[config.mk]
export PLATFORM = sky130hd
export DESIGN_NAME = dmem_port_arbiter
export DESIGN_NICKNAME = d
export VERILOG_FILES = /design/src/rtl/dmem_port_arbiter.sv
export SDC_FILE = /design/constraint.sdc
export NUM_CORES = 1
export LEC_CHECK = 0
export CAP_MARGIN = 10
export CORE_AREA = 2 2 90 92
export CTS_BUF_LIST = sky130_fd_sc_hd__clkbuf_16
export CTS_CLUSTER_DIAMETER = 200
export DETAILED_ROUTE_END_ITERATION = 8
export DIE_AREA = 0 0 92 94
export DONT_BUFFER_PORTS = 1
export GPL_TIMING_DRIVEN = 0
export MAX_ROUTING_LAYER = met4
export PLACE_DENSITY = 0.75
export SKIP_CTS_REPAIR_TIMING = 1
export SLEW_MARGIN = 5
export SYNTH_ARGS = -nofsm -noshare
export SYNTH_HDL_FRONTEND = slang
export SYNTH_SLANG_ARGS = --single-unit
[constraint.sdc]
create_clock -name clk -period 4.6 [get_ports clk]
set_clock_uncertainty 0.05 [all_clocks]
set_input_delay 0.23 -clock clk [delete_from_list [all_inputs] [get_ports clk]]
set_output_delay 0.23 -clock clk [all_outputs]
set_load 0.1 [all_outputs]
[src/rtl/dmem_port_arbiter.sv]
// Two-requester burst arbiter for a shared data-memory port: pipeline (A) vs host (B),
// round-robin on contention, bursts capped at MAX_BURST beats, registered beat fields.
module dmem_port_arbiter #(
    parameter int DATA_W    = 64,
    parameter int ADDR_W    = 8,
    parameter int MAX_BURST = 4
) (
    input  logic              clk,
    input  logic              reset,
    input  logic              a_req,
    input  logic              b_req,
    input  logic [ADDR_W-1:0] a_addr,
    input  logic [ADDR_W-1:0] b_addr,
    input  logic [DATA_W-1:0] a_wdata,
    input  logic [DATA_W-1:0] b_wdata,
    input  logic              a_we,
    input  logic              b_we,
    input  logic              a_last,
    input  logic              b_last,
    output logic              a_gnt,
    output logic              b_gnt,
    output logic              sel,
    output logic              mem_valid,
    output logic [ADDR_W-1:0] mem_addr,
    output logic [DATA_W-1:0] mem_wdata,
    output logic              mem_we,
    output logic              busy
);

    localparam logic [1:0] IDLE  = 2'd0;
    localparam logic [1:0] OWN_A = 2'd1;
    localparam logic [1:0] OWN_B = 2'd2;
    localparam logic [3:0] MAX_B = 4'(MAX_BURST);

    logic [1:0]        state_q, state_d;
    logic              rr_q, rr_d;
    logic [3:0]        cnt_q, cnt_d;
    logic              mem_valid_q, mem_valid_d;
    logic [ADDR_W-1:0] mem_addr_q, mem_addr_d;
    logic [DATA_W-1:0] mem_wdata_q, mem_wdata_d;
    logic              mem_we_q, mem_we_d;

    logic              owner_req_s;
    logic              owner_last_s;
    logic              beat_s;
    logic              release_s;
    logic              pick_s;
    logic [3:0]        cnt_inc_s;

    // Owner decode, release detection and next-owner selection.
    always_comb begin
        case (state_q)
            OWN_A: begin
                owner_req_s  = a_req;
                owner_last_s = a_last;
            end
            OWN_B: begin
                owner_req_s  = b_req;
                owner_last_s = b_last;
            end
            default: begin
                owner_req_s  = 1'b0;
                owner_last_s = 1'b0;
            end
        endcase

        beat_s    = (state_q != IDLE) && owner_req_s;
        cnt_inc_s = cnt_q + 4'd1;
        // A beat is implied whenever the owner still requests, so last/limit only matter then.
        release_s = (state_q != IDLE) &&
                    (!owner_req_s || owner_last_s || (cnt_inc_s == MAX_B));
        pick_s    = (state_q == IDLE) || release_s;

        state_d = state_q;
        rr_d    = rr_q;
        cnt_d   = cnt_q;
        if (pick_s) begin
            cnt_d = 4'd0;
            if (a_req && b_req) begin
                state_d = rr_q ? OWN_B : OWN_A;
            end else if (a_req) begin
                state_d = OWN_A;
            end else if (b_req) begin
                state_d = OWN_B;
            end else begin
                state_d = IDLE;
            end
            // Pointer always names the side that did not receive the newest grant.
            if (state_d == OWN_A) begin
                rr_d = 1'b1;
            end else if (state_d == OWN_B) begin
                rr_d = 1'b0;
            end else begin
                rr_d = rr_q;
            end
        end else if (beat_s) begin
            cnt_d = cnt_inc_s;
        end else begin
            cnt_d = cnt_q;
        end
    end

    // Beat capture: forward the owner's fields one cycle later, hold them otherwise.
    always_comb begin
        mem_valid_d = 1'b0;
        mem_addr_d  = mem_addr_q;
        mem_wdata_d = mem_wdata_q;
        mem_we_d    = mem_we_q;
        if (beat_s) begin
            mem_valid_d = 1'b1;
            if (state_q == OWN_B) begin
                mem_addr_d  = b_addr;
                mem_wdata_d = b_wdata;
                mem_we_d    = b_we;
            end else begin
                mem_addr_d  = a_addr;
                mem_wdata_d = a_wdata;
                mem_we_d    = a_we;
            end
        end else begin
            mem_valid_d = 1'b0;
        end
    end

    // State, pointer, counter and beat registers with synchronous reset.
    always_ff @(posedge clk) begin
        if (reset) begin
            state_q     <= IDLE;
            rr_q        <= 1'b0;
            cnt_q       <= 4'd0;
            mem_valid_q <= 1'b0;
            mem_addr_q  <= '0;
            mem_wdata_q <= '0;
            mem_we_q    <= 1'b0;
        end else begin
            state_q     <= state_d;
            rr_q        <= rr_d;
            cnt_q       <= cnt_d;
            mem_valid_q <= mem_valid_d;
            mem_addr_q  <= mem_addr_d;
            mem_wdata_q <= mem_wdata_d;
            mem_we_q    <= mem_we_d;
        end
    end

    assign a_gnt     = (state_q == OWN_A);
    assign b_gnt     = (state_q == OWN_B);
    assign sel       = (state_q == OWN_B);
    assign busy      = (state_q == OWN_A) || (state_q == OWN_B);
    assign mem_valid = mem_valid_q;
    assign mem_addr  = mem_addr_q;
    assign mem_wdata = mem_wdata_q;
    assign mem_we    = mem_we_q;

endmodule
Word level (Yosys, flattened, before mapping)
Index checks and enable logic that the tools add are counted.
{ "classes": {"addsub": 1, "n_eq_ne": 5, "muxes": 13, "n_reduce_logical": 13} }
{ "op_table": {"columns": ["cell", "count"], "rows": [
  ["two-way mux 64 bit", 1],
  ["two-way mux 2 bit", 5],
  ["two-way mux 8 bit", 1],
  ["adder 4 x 1 -> 4 bit, second input constant", 1],
  ["== test 2 x 1 -> 1 bit, second input constant", 2],
  ["== test 2 bit, second input constant", 2],
  ["== test 4 x 3 -> 1 bit, second input constant", 1],
  ["logical OR 1 bit", 4],
  ["two-way mux 1 bit", 4],
  ["one-hot mux 1 bit (2 select lines)", 2],
  ["nonzero test 2 bit", 2],
  ["logical AND 1 bit", 3],
  ["logical NOT 2 bit", 1],
  ["AND reduction 2 bit", 1],
  ["OR reduction 2 bit", 1],
  ["logical NOT 1 bit", 1]
]} }
{ "word_totals": {"register_bits": 81, "output_inout_bits": 78, "elab_cells": 39} }

Logic depth before layout (Yosys ltp)
Gate-level depths: netlist (run 1).
{ "depth": {"depth_word": 11, "mapped_depth": 7} }

Least setup slack after synthesis (run 1)
No wires, ideal clock.
{ "synth_path": {"kind": "reg-to-reg", "start": "reg state_q[0]", "end": "reg mem_addr_q[0], in the netlist mem_addr[0]", "setup_ps": 146, "arrival_ps": 2180, "slack_ps": 2224, "path_stages_with_launch": 7, "synth_period_minus_slack_ps": 2376, "path_cell_list": "dfxtp_1 -> inv_1 -> ha_1 -> nand2b_1 -> nor2_4 -> buf_2 -> a211oi_2"} }
{ "synth_via": {"elab_chain_cells": 3, "elab_cells_between_ends": 6, "classes_between": "eq/ne (2); mux (2); reduce/logical (2)"} }
{ "synth_lines": {"columns": ["item", "line_no", "source"], "rows": [
  ["from (decl)", "35", "logic [1:0] state_q, state_d;"],
  ["from (signal assigned)", "136", "state_q <= state_d;"],
  ["== test 2 bit or == test 2 x 1 -> 1 bit (tied branches)", "52, 111", null],
  ["one-hot mux 1 bit (2 select lines)", "52", "case (state_q)"],
  ["logical AND 1 bit", "67", "beat_s = (state_q != IDLE) && owner_req_s;"],
  ["to (signal assigned)", "140", "mem_addr_q <= mem_addr_d;"],
  ["to (decl)", "39", "logic [ADDR_W-1:0] mem_addr_q, mem_addr_d;"]
]} }
Several ways; a longest one is shown, not always the timed one.
A chain may end at the register's enable or synchronous reset.

Worst setup path in the final report (run 1)
{ "layout_path": {"start": "reg state_q[1]", "end": "reg mem_wdata_q[15], in the netlist mem_wdata[15]"} }
{ "layout_via": {"elab_chain_cells": 3, "elab_cells_between_ends": 6, "classes_between": "eq/ne (2); mux (2); reduce/logical (2)"} }
{ "layout_lines": {"columns": ["item", "line_no", "source"], "rows": [
  ["== test 2 bit or == test 2 x 1 -> 1 bit (tied branches)", "52, 111", null],
  ["one-hot mux 1 bit (2 select lines)", "52", null],
  ["logical AND 1 bit", "67", null],
  ["to (signal assigned)", "141", "mem_wdata_q <= mem_wdata_d;"],
  ["to (decl)", "40", "logic [DATA_W-1:0] mem_wdata_q, mem_wdata_d;"]
]} }
Several ways; a longest one is shown, not always the timed one.

==> run metrics, run 1 <==
run status=completed; Skew-Pair Late Insertion Delay=0.32 ns; post-synth top area cell=dfxtp_1; Synth Area in XOR/XNOR=0.191%; gr busiest metal=met2; share of cells above drive strength 1=47.2%; crit path capture type=register; met1 GRT Util=27.3%; post-synthesis mux area share=16.6%; synth top area cells=dfxtp_1 35%, a211oi_2 19%, mux2i_1 17%; CP bufs+invs=2; Place WS=1.92 ns; core box area=0.00761 mm^2; CTS HTree Levels=3; worst setup path startpoint=state_q[1]; vias in the first global route=3,025; critical hold path startpoint=b_req; number of core rows=32; vias per cell=6.19; nets=550; CTS buffer count=9; GPL Wtd Cong=0.785; max incr delay on CP=0.89 ns; Static Leak=1.52 nW; TritonCTS clock tree=yes; Worst Path Max Fanout=10; Startpoint Class=register; Clock Sinks=81; met3 usage=6.02%; Peak VDD IR=0.000199 V; Worst Path Required=4.73 ns; Tmin final=2.71 ns; Synth Flop Type=dfxtp_1; top-area cell type share of the netlist area=35.4%; reg2reg setup slack=1.89 ns; fin crit share=58.8%; DIE HEIGHT=94 um; Total GRT Usage=23.0%; sequential fraction of the synthesis area=35.4%; largest family of logic cells by synthesized area=compound AO/OA/AOI/OAI gates; CTS root buffer=clkbuf_16; Fill cells=620; Post-DP HPWL=7470 um; CTS clk-pin slew, worst paths=0.06 ns; Distinct cells, synth=37; met2 usage=38.5%; via count=3,096; synthesized area per cell=12.0 um^2; WL final=10,100 um; simple logic cell fraction of the synthesized area=3.36%; Iter 0 DRT Violations=89; post-synthesis compound-gate area fraction=34.7%; Mapped Area=0.00458 mm^2; Post-synth EDFFs=0; setup ws final=1.89 ns; worst slew pin tran=1.25 ns; largest net degree at the start of global routing=14; final hold vios=0; reg-to-reg startpoint=state_q[1]; first-pass GRT wire length=15,300 um; synthesized-area fraction occupied by adder cells=1.37%; wire length per cell=20.2 um; DRC viols=0; antenna cells=0; Ports=230; clock buffer depth=2; Worst Path Class, Setup=reg -> reg; Max Freq=369 MHz; initial antenna violation count=0; Final Max Slew Viols=0; RSZ-0062 raised after global routing=false; setup_tns=0 ns; GRT overflow=0; Pre-Repair DR Iteration Count=4; worst path cell trace=inv_1 > ha_1 > nand2b_1 > nor2_4 > buf_2 > a211oi_2; slowest CP cell=ha_1; Synth Instances=382; Final Instance Count excl. Fillers=500; remaining antenna violation count after routing=0; Die X=92 um; Synth Net Count=539; synthesis-to-layout area growth=9.08%; final hold slack=0.0516 ns; IO buf count=0; crit path DAT=2.84 ns; Placed Cells=484; Die Area=0.00865 mm^2; maxcap violations=0; fraction of registers with async set/reset=0%; power per cell area=352 mW/mm^2; Core Util, Final=65.6%; top cell family by delay on the critical path=adder cells; Initial Utilization=60.1%; Ys Warns=0; Hold/Removal Path Class=in -> reg; post-synthesis register bit count=81; Worst slew margin=16.3%; Final setup viols=0
==> logic make-up after synthesis <==
group,Yosys count
XOR/XNOR,1
AO/OA/AOI/OAI,154
flip-flops,81
buffers and inverters,46
adder cells (fa/ha/maj),5
AND/OR/NAND/NOR,19
multiplexers,76
==> layout make-up <==
| cell class | instances | area (um^2) | area share (%) |
|---|---|---|---|
| clock buffers | 9 | 225 | 4.51 |
| multi-input cells | 255 | 2570 | 51.6 |
| inverters | 5 | 18.8 | 0.376 |
| clock inverters | 7 | 62.6 | 1.25 |
| plain buffers | 41 | 362 | 7.24 |
| well taps | 102 | 128 | 2.56 |
| flip-flops and latches | 81 | 1620 | 32.5 |
==> registers in the layout, indices dropped and copies added, names as in the netlist <==
register / count
mem_addr: 8
mem_wdata: 64
cnt_q: 4
state_q: 2
mem_we: 1
rr_q: 1
mem_valid: 1
==> worst reg2reg max path: cells and delay by family (launching register included) <==
kind | cells | cell delay [ns]
AO/OA/AOI/OAI | 1 | 0.11
buffers and inverters | 2 | 0.43
adder cells (fa/ha/maj) | 1 | 0.89
AND/OR/NAND/NOR | 2 | 0.72
flip-flops | 1 | 0.35
==> cells in the mapped netlist, types with 2 or more instances <==
master	instances
a21oi_2	60
buf_12	7
nand2_1	5
nand2b_1	2
a211oi_1	3
buf_1	2
a211oi_2	70
a21oi_1	13
inv_1	5
dfxtp_1	81
clkbuf_1	6
ha_1	5
buf_4	3
buf_2	15
nor4_2	2
buf_6	7
mux2i_1	76
==> final timing paths <==
kind	to	cells after the start
worst min register to register	cnt_q[0]	1
worst min-delay path	state_q[1]	2
worst max-delay path	mem_wdata[15]	6
worst max register to register	mem_wdata[15]	6
==> per-stage QoR <==
stage	power [mW]	instance area, um^2
finish	1.76	4990
global route	1.83	4990
CTS	1.78	4990
detailed placement	1.09	4700
global placement	1.09	4700
floorplan	1.05	4580
==> power breakdown <==
group | total, mW | leakage [nW] | switching (mW) | internal, mW
Clock | 0.686 | 0.140 | 0.271 | 0.414
Combinational | 0.247 | 0.721 | 0.154 | 0.0927
Sequential | 0.826 | 0.654 | 0.109 | 0.717
Total | 1.76 | 1.52 | 0.535 | 1.22
==> layout by cell type, fill, tap and decap left out, types with 2 or more instances in the layout <==
cell / n
nor4_2: 2
buf_2: 15
a21oi_2: 60
dfxtp_1: 81
inv_1: 6
buf_12: 7
buf_6: 7
ha_1: 5
mux2i_1: 76
a211oi_1: 3
nand2_1: 5
buf_4: 3
clkinvlp_4: 2
buf_1: 2
a211oi_2: 70
nand2b_1: 2
clkinv_2: 2
clkbuf_1: 6
clkbuf_16: 9
a21oi_1: 13
==> layer usage <==
layer	up-vias	part of all wire [%]
met3	9	8.2
met2	139	50
met5	-	0
met4	0	0.88
li1	1474	-
met1	1474	41
No activity file was read; power rests on OpenSTA's default activity.
==> inputs of run 2 (changes only) <==
Settings changed: CORE_AREA 2 2 90 92 to default, CORE_MARGIN from default to 2, CORE_UTILIZATION from default to 64, DIE_AREA 0 0 92 94 to default, PLACE_DENSITY 0.75 to 0.8.
Clock period 4.6 ns to 2.5 ns, I/O delays scaled along.
==> run metrics, run 2 (synthesis results as in run 1) <==
Worst Path Max Fanout=10 (unchanged); first-pass GRT wire length=14,900 um (was 15,300 um); Final Instance Count excl. Fillers=493 (was 500); CTS buffer count=9 (unchanged); overall power after layout=3.10 mW (was 1.76 mW); IO buf count=0 (unchanged); CTS HTree Levels=3 (unchanged); gr busiest metal=met2 (unchanged); most frequent cells in the layout=81 x dfxtp_1, 76 x mux2i_1, 70 x a211oi_2 (unchanged); Worst Path Class, Setup=reg -> reg (unchanged); worst slew pin tran=1.04 ns (was 1.25 ns); fin crit share=90.3% (was 58.8%); CTS clk-pin slew, worst paths=0.05 ns (was 0.06 ns); Startpoint Class=register (unchanged); Tmin final=2.26 ns (was 2.71 ns); wire length per cell=21.0 um (was 20.2 um); crit path capture type=register (unchanged); reg2reg path depth=6 (unchanged); WL final=10,400 um (was 10,100 um); FF/Latch Area=0.00162 mm^2 (unchanged); initial antenna violation count=0 (unchanged); Peak VDD IR=0.000360 V (was 0.000199 V); Placed Cells=478 (was 484); GRT overflow=0 (unchanged); met3 usage=7.56% (was 6.02%); CTS root buffer=clkbuf_16 (unchanged); core box area=0.00687 mm^2 (was 0.00761 mm^2); met2 usage=42.9% (was 38.5%); run status=complete, but fails checks (was completed); TritonCTS clock tree=yes (unchanged); nets=551 (was 550); hold path depth=2 (unchanged); largest net degree at the start of global routing=12 (was 14); via count=3,099 (was 3,096); Place WS=-0.213 ns (was 1.92 ns); met1 GRT Util=29.7% (was 27.3%); Worst Path Required=2.63 ns (was 4.73 ns); clock buffer depth=2 (unchanged); Total GRT Usage=25.6% (was 23.0%); Final Max Slew Viols=0 (unchanged); number of core rows=30 (was 32); Post-DP HPWL=7630 um (was 7470 um); Initial Utilization=66.6% (was 60.1%); Ports=230 (unchanged); Skew-Pair Late Insertion Delay=0.33 ns (was 0.32 ns); Core Util, Final=72.3% (was 65.6%); Max Freq=443 MHz (was 369 MHz); DRC viols=0 (unchanged); Pre-Repair DR Iteration Count=5 (was 4); final hold vios=1 (was 0); commonest non-fill, non-tap cell in the layout=dfxtp_1 (unchanged); max FFs per register=64 (unchanged); Clock Sinks=81 (unchanged); Hold/Removal Path Class=in -> reg (unchanged); Final setup viols=0 (unchanged); final hold slack=-0.00785 ns (was 0.0516 ns); Die Area=0.00784 mm^2 (was 0.00865 mm^2); Worst slew margin=30.4% (was 16.3%); maxcap violations=0 (unchanged); synthesis-to-layout area growth=8.59% (was 9.08%); setup_tns=0 ns (unchanged); DIE HEIGHT=88.6 um (was 94 um); vias in the first global route=2,925 (was 3,025); Fill cells=520 (was 620); GPL Wtd Cong=0.756 (was 0.785); power per cell area=624 mW/mm^2 (was 352 mW/mm^2); antenna cells=0 (unchanged); Die X=88.6 um (was 92 um); crit path DAT=2.39 ns (was 2.84 ns); failing checks=hold timing; Iter 0 DRT Violations=87 (was 89); DP Area=0.00470 mm^2 (about the same); Multi-input gate area=0.00259 mm^2 (was 0.00257 mm^2); vias per cell=6.29 (was 6.19); RSZ-0062 raised after global routing=false (unchanged); share of cells above drive strength 1=47.1% (was 47.2%); setup ws final=0.242 ns (was 1.89 ns); remaining antenna violation count after routing=0 (unchanged); Static Leak=1.51 nW (was 1.52 nW); Post-Layout Inst Area=0.00497 mm^2 (was 0.00499 mm^2)
## run 2: cell count changes in the layout (fill, tap and decap cells not counted), sizes merged
cell         delta
inv             +3
clkinv          -2
clkinvlp        -2
bufinv          -1
dlygate4sd3     +1
## run 2: critical path, cell delays in order, from the launching register on
cell,delay [ns]
dfxtp_1,0.33
inv_1,0.13
ha_2,0.63
a22oi_4,0.21
nor2_4,0.28
buf_2,0.35
a211oi_2,0.12
## run 2: power by group
part	switching [mW]	leakage, nW	internal [mW]
logic	0.286	0.724	0.177
registers	0.201	0.654	1.32
clock network	0.471	0.136	0.644
total	0.958	1.51	2.14
## run 2: final cells by class
type                    count  area share (%)
clock inverters             5           0.403
inverters                   5           0.378
well taps                  96            2.42
plain buffers              41            7.28
repair buffers              1           0.201
clock buffers               9            4.53
flip-flops and latches     81            32.6
multi-input cells         255            52.2
## run 2: worst paths after layout
path               startpoint            end  slack [ns]
setup / recovery   state_q[0]  mem_wdata[60]        0.24
hold / removal    a_wdata[41]  mem_wdata[41]      -0.008
setup reg to reg   state_q[0]  mem_wdata[60]        0.24
hold reg to reg      cnt_q[0]       cnt_q[0]        0.42
## run 2: layer usage
metal	up-vias	wire, um
met5	-	0
met4	0	164
met3	12	890
met2	143	5230
met1	1472	4070
li1	1472	-
==> inputs of run 3 (changes only) <==
Settings changed: CORE_AREA from default to 2 2 88 90, CORE_MARGIN 2 to default, CORE_UTILIZATION 64 to default, DIE_AREA from default to 0 0 90 92, MAX_ROUTING_LAYER met4 to default, PLACE_DENSITY 0.8 to 0.78.
==> run metrics, run 3 (synthesis results as in run 1) <==
run status=completed (was complete, but fails checks); nets=551 (unchanged); TritonCTS clock tree=yes (unchanged); Peak VDD IR=0.000349 V (was 0.000360 V); reg-to-reg startpoint=state_q[0] (unchanged); CTS HTree Levels=3 (unchanged); Worst slew margin=31.2% (was 30.4%); crit path DAT=2.40 ns (was 2.39 ns); Pre-Repair DR Iteration Count=4 (was 5); setup ws final=0.227 ns (was 0.242 ns); wire length per cell=20.2 um (was 21.0 um); most frequent cells in the layout=81 x dfxtp_1, 76 x mux2i_1, 70 x a211oi_2 (unchanged); maxcap violations=0 (unchanged); met2 usage=41.2% (was 42.9%); Worst Path Class, Setup=reg -> reg (unchanged); Core Util, Final=67.4% (was 72.3%); worst slew pin tran=1.03 ns (was 1.04 ns); Initial Utilization=61.4% (was 66.6%); vias in the first global route=3,137 (was 2,925); Hold/Removal Path Class=in -> reg (unchanged); Post-DP HPWL=7470 um (was 7630 um); final hold slack=0.0108 ns (was -0.00785 ns); reg2reg path depth=6 (unchanged); Iter 0 DRT Violations=98 (was 87); Die Area=0.00828 mm^2 (was 0.00784 mm^2); Tmin final=2.27 ns (was 2.26 ns); initial antenna violation count=0 (unchanged); first-pass GRT wire length=16,200 um (was 14,900 um); reg2reg setup slack=0.23 ns (was 0.24 ns); DIE HEIGHT=92 um (was 88.6 um); Worst Path Required=2.62 ns (was 2.63 ns); crit path capture type=register (unchanged); Skew-Pair Late Insertion Delay=0.32 ns (was 0.33 ns); CTS root buffer=clkbuf_16 (unchanged); Static Leak=1.52 nW (was 1.51 nW); via count=3,105 (was 3,099); DRC viols=0 (unchanged); top cell family by delay on the critical path=adder cells (unchanged); overall power after layout=3.26 mW (was 3.10 mW); RSZ-0062 raised after global routing=false (unchanged); R2R Path End=mem_wdata[3] (was mem_wdata[60]); gr busiest metal=met2 (unchanged); CTS buffer count=9 (unchanged); Final setup viols=0 (unchanged); Clock Sinks=81 (unchanged); GPL Wtd Cong=0.789 (was 0.756); largest net degree at the start of global routing=14 (was 12); Die X=90 um (was 88.6 um); max FFs per register=64 (unchanged); Ports=230 (unchanged); max incr delay on CP=0.65 ns (was 0.63 ns); worst setup path startpoint=state_q[0] (unchanged); Total GRT Usage=23.9% (was 25.6%); met3 usage=9.29% (was 7.56%); GRT overflow=0 (unchanged); Max Freq=440 MHz (was 443 MHz); worst path cell trace=inv_1 > ha_2 > a22oi_4 > nor2_4 > buf_2 > a211oi_2 (unchanged); vias per cell=6.20 (was 6.29); Final Max Slew Viols=0 (unchanged); core box area=0.00745 mm^2 (was 0.00687 mm^2); power per cell area=649 mW/mm^2 (was 624 mW/mm^2); IO buf count=0 (unchanged); Levels on crit path=6 (unchanged); fin crit share=90.9% (was 90.3%); met1 GRT Util=28.0% (was 29.7%); synthesis-to-layout area growth=9.68% (was 8.59%); antenna cells=0 (unchanged); critical hold path startpoint=a_wdata[43] (was a_wdata[41]); CTS clk-pin slew, worst paths=0.06 ns (was 0.05 ns); Place WS=-0.224 ns (was -0.213 ns); final hold vios=0 (was 1); Worst Path Max Fanout=10 (unchanged); share of cells above drive strength 1=47.9% (was 47.1%); Critical Path End=mem_wdata[3] (was mem_wdata[60]); slowest CP cell=ha_2 (unchanged); clock buffer depth=2 (unchanged); number of core rows=32 (was 30); Startpoint Class=register (unchanged); WL final=10,100 um (was 10,400 um); CP bufs+invs=2 (unchanged); remaining antenna violation count after routing=0 (unchanged); commonest non-fill, non-tap cell in the layout=dfxtp_1 (unchanged)
[run 3: cell types whose count changed in the layout (fill, tap and decap cells not counted), sizes merged]
| cell | previous run | this run |
|---|---|---|
| inv | 9 | 6 |
| clkinv | 1 | 3 |
| bufinv | 0 | 1 |
| clkinvlp | 0 | 2 |
[run 3: worst min path at each step]
| stage | endpoint | slack, ns | depth (start not counted) |
|---|---|---|---|
| finish | mem_wdata[43] | 0.01 | 2 |
| global route | mem_wdata[40] | 0.007 | 2 |
| CTS | state_q[1] | -0.05 | 2 |
| detailed placement | state_q[1] | 0.30 | 2 |
| global placement | state_q[1] | 0.28 | 2 |
| floorplan | state_q[1] | 0.25 | 2 |
[run 3: final cells by class]
| cell class | instances | area [um^2] |
|---|---|---|
| multi-input cells | 255 | 2590 |
| fillers | 614 | 2430 |
| flip-flops and latches | 81 | 1620 |
| plain buffers | 41 | 362 |
| clock buffers | 9 | 225 |
| well taps | 102 | 128 |
| clock inverters | 7 | 62.6 |
| inverters | 5 | 18.8 |
| repair buffers | 1 | 10.0 |
[run 3: where the power goes]
| group | total, mW | switching (mW) | internal [mW] |
|---|---|---|---|
| sequential | 1.52 | 0.200 | 1.32 |
| combinational | 0.463 | 0.286 | 0.177 |
| clock | 1.27 | 0.511 | 0.763 |
| total | 3.26 | 0.997 | 2.26 |
[run 3: per-stage QoR]
stage,area (um^2),setup TNS [ns],cells
6_report,5020,0,501
5_1_grt,5020,0,501
4_1_cts,4990,-16.13,500
3_5_place_dp,4700,-13.06,484
3_3_place_gp,4700,-11.61,484
2_1_floorplan,4580,0,382
[run 3: routing by layer]
layer,share of wire [%],vias up
met5,0,-
met4,0.54,0
met3,8.1,4
met2,51,127
met1,40,1498
li1,-,1476
[run 3: worst register-to-register path, delay by kind of cell, from the launching register on]
kind	cells	cell delay, ns
flops	1	0.33
buf+inv	2	0.48
simple gates	1	0.30
compound gates	2	0.33
fa+ha+maj	1	0.65
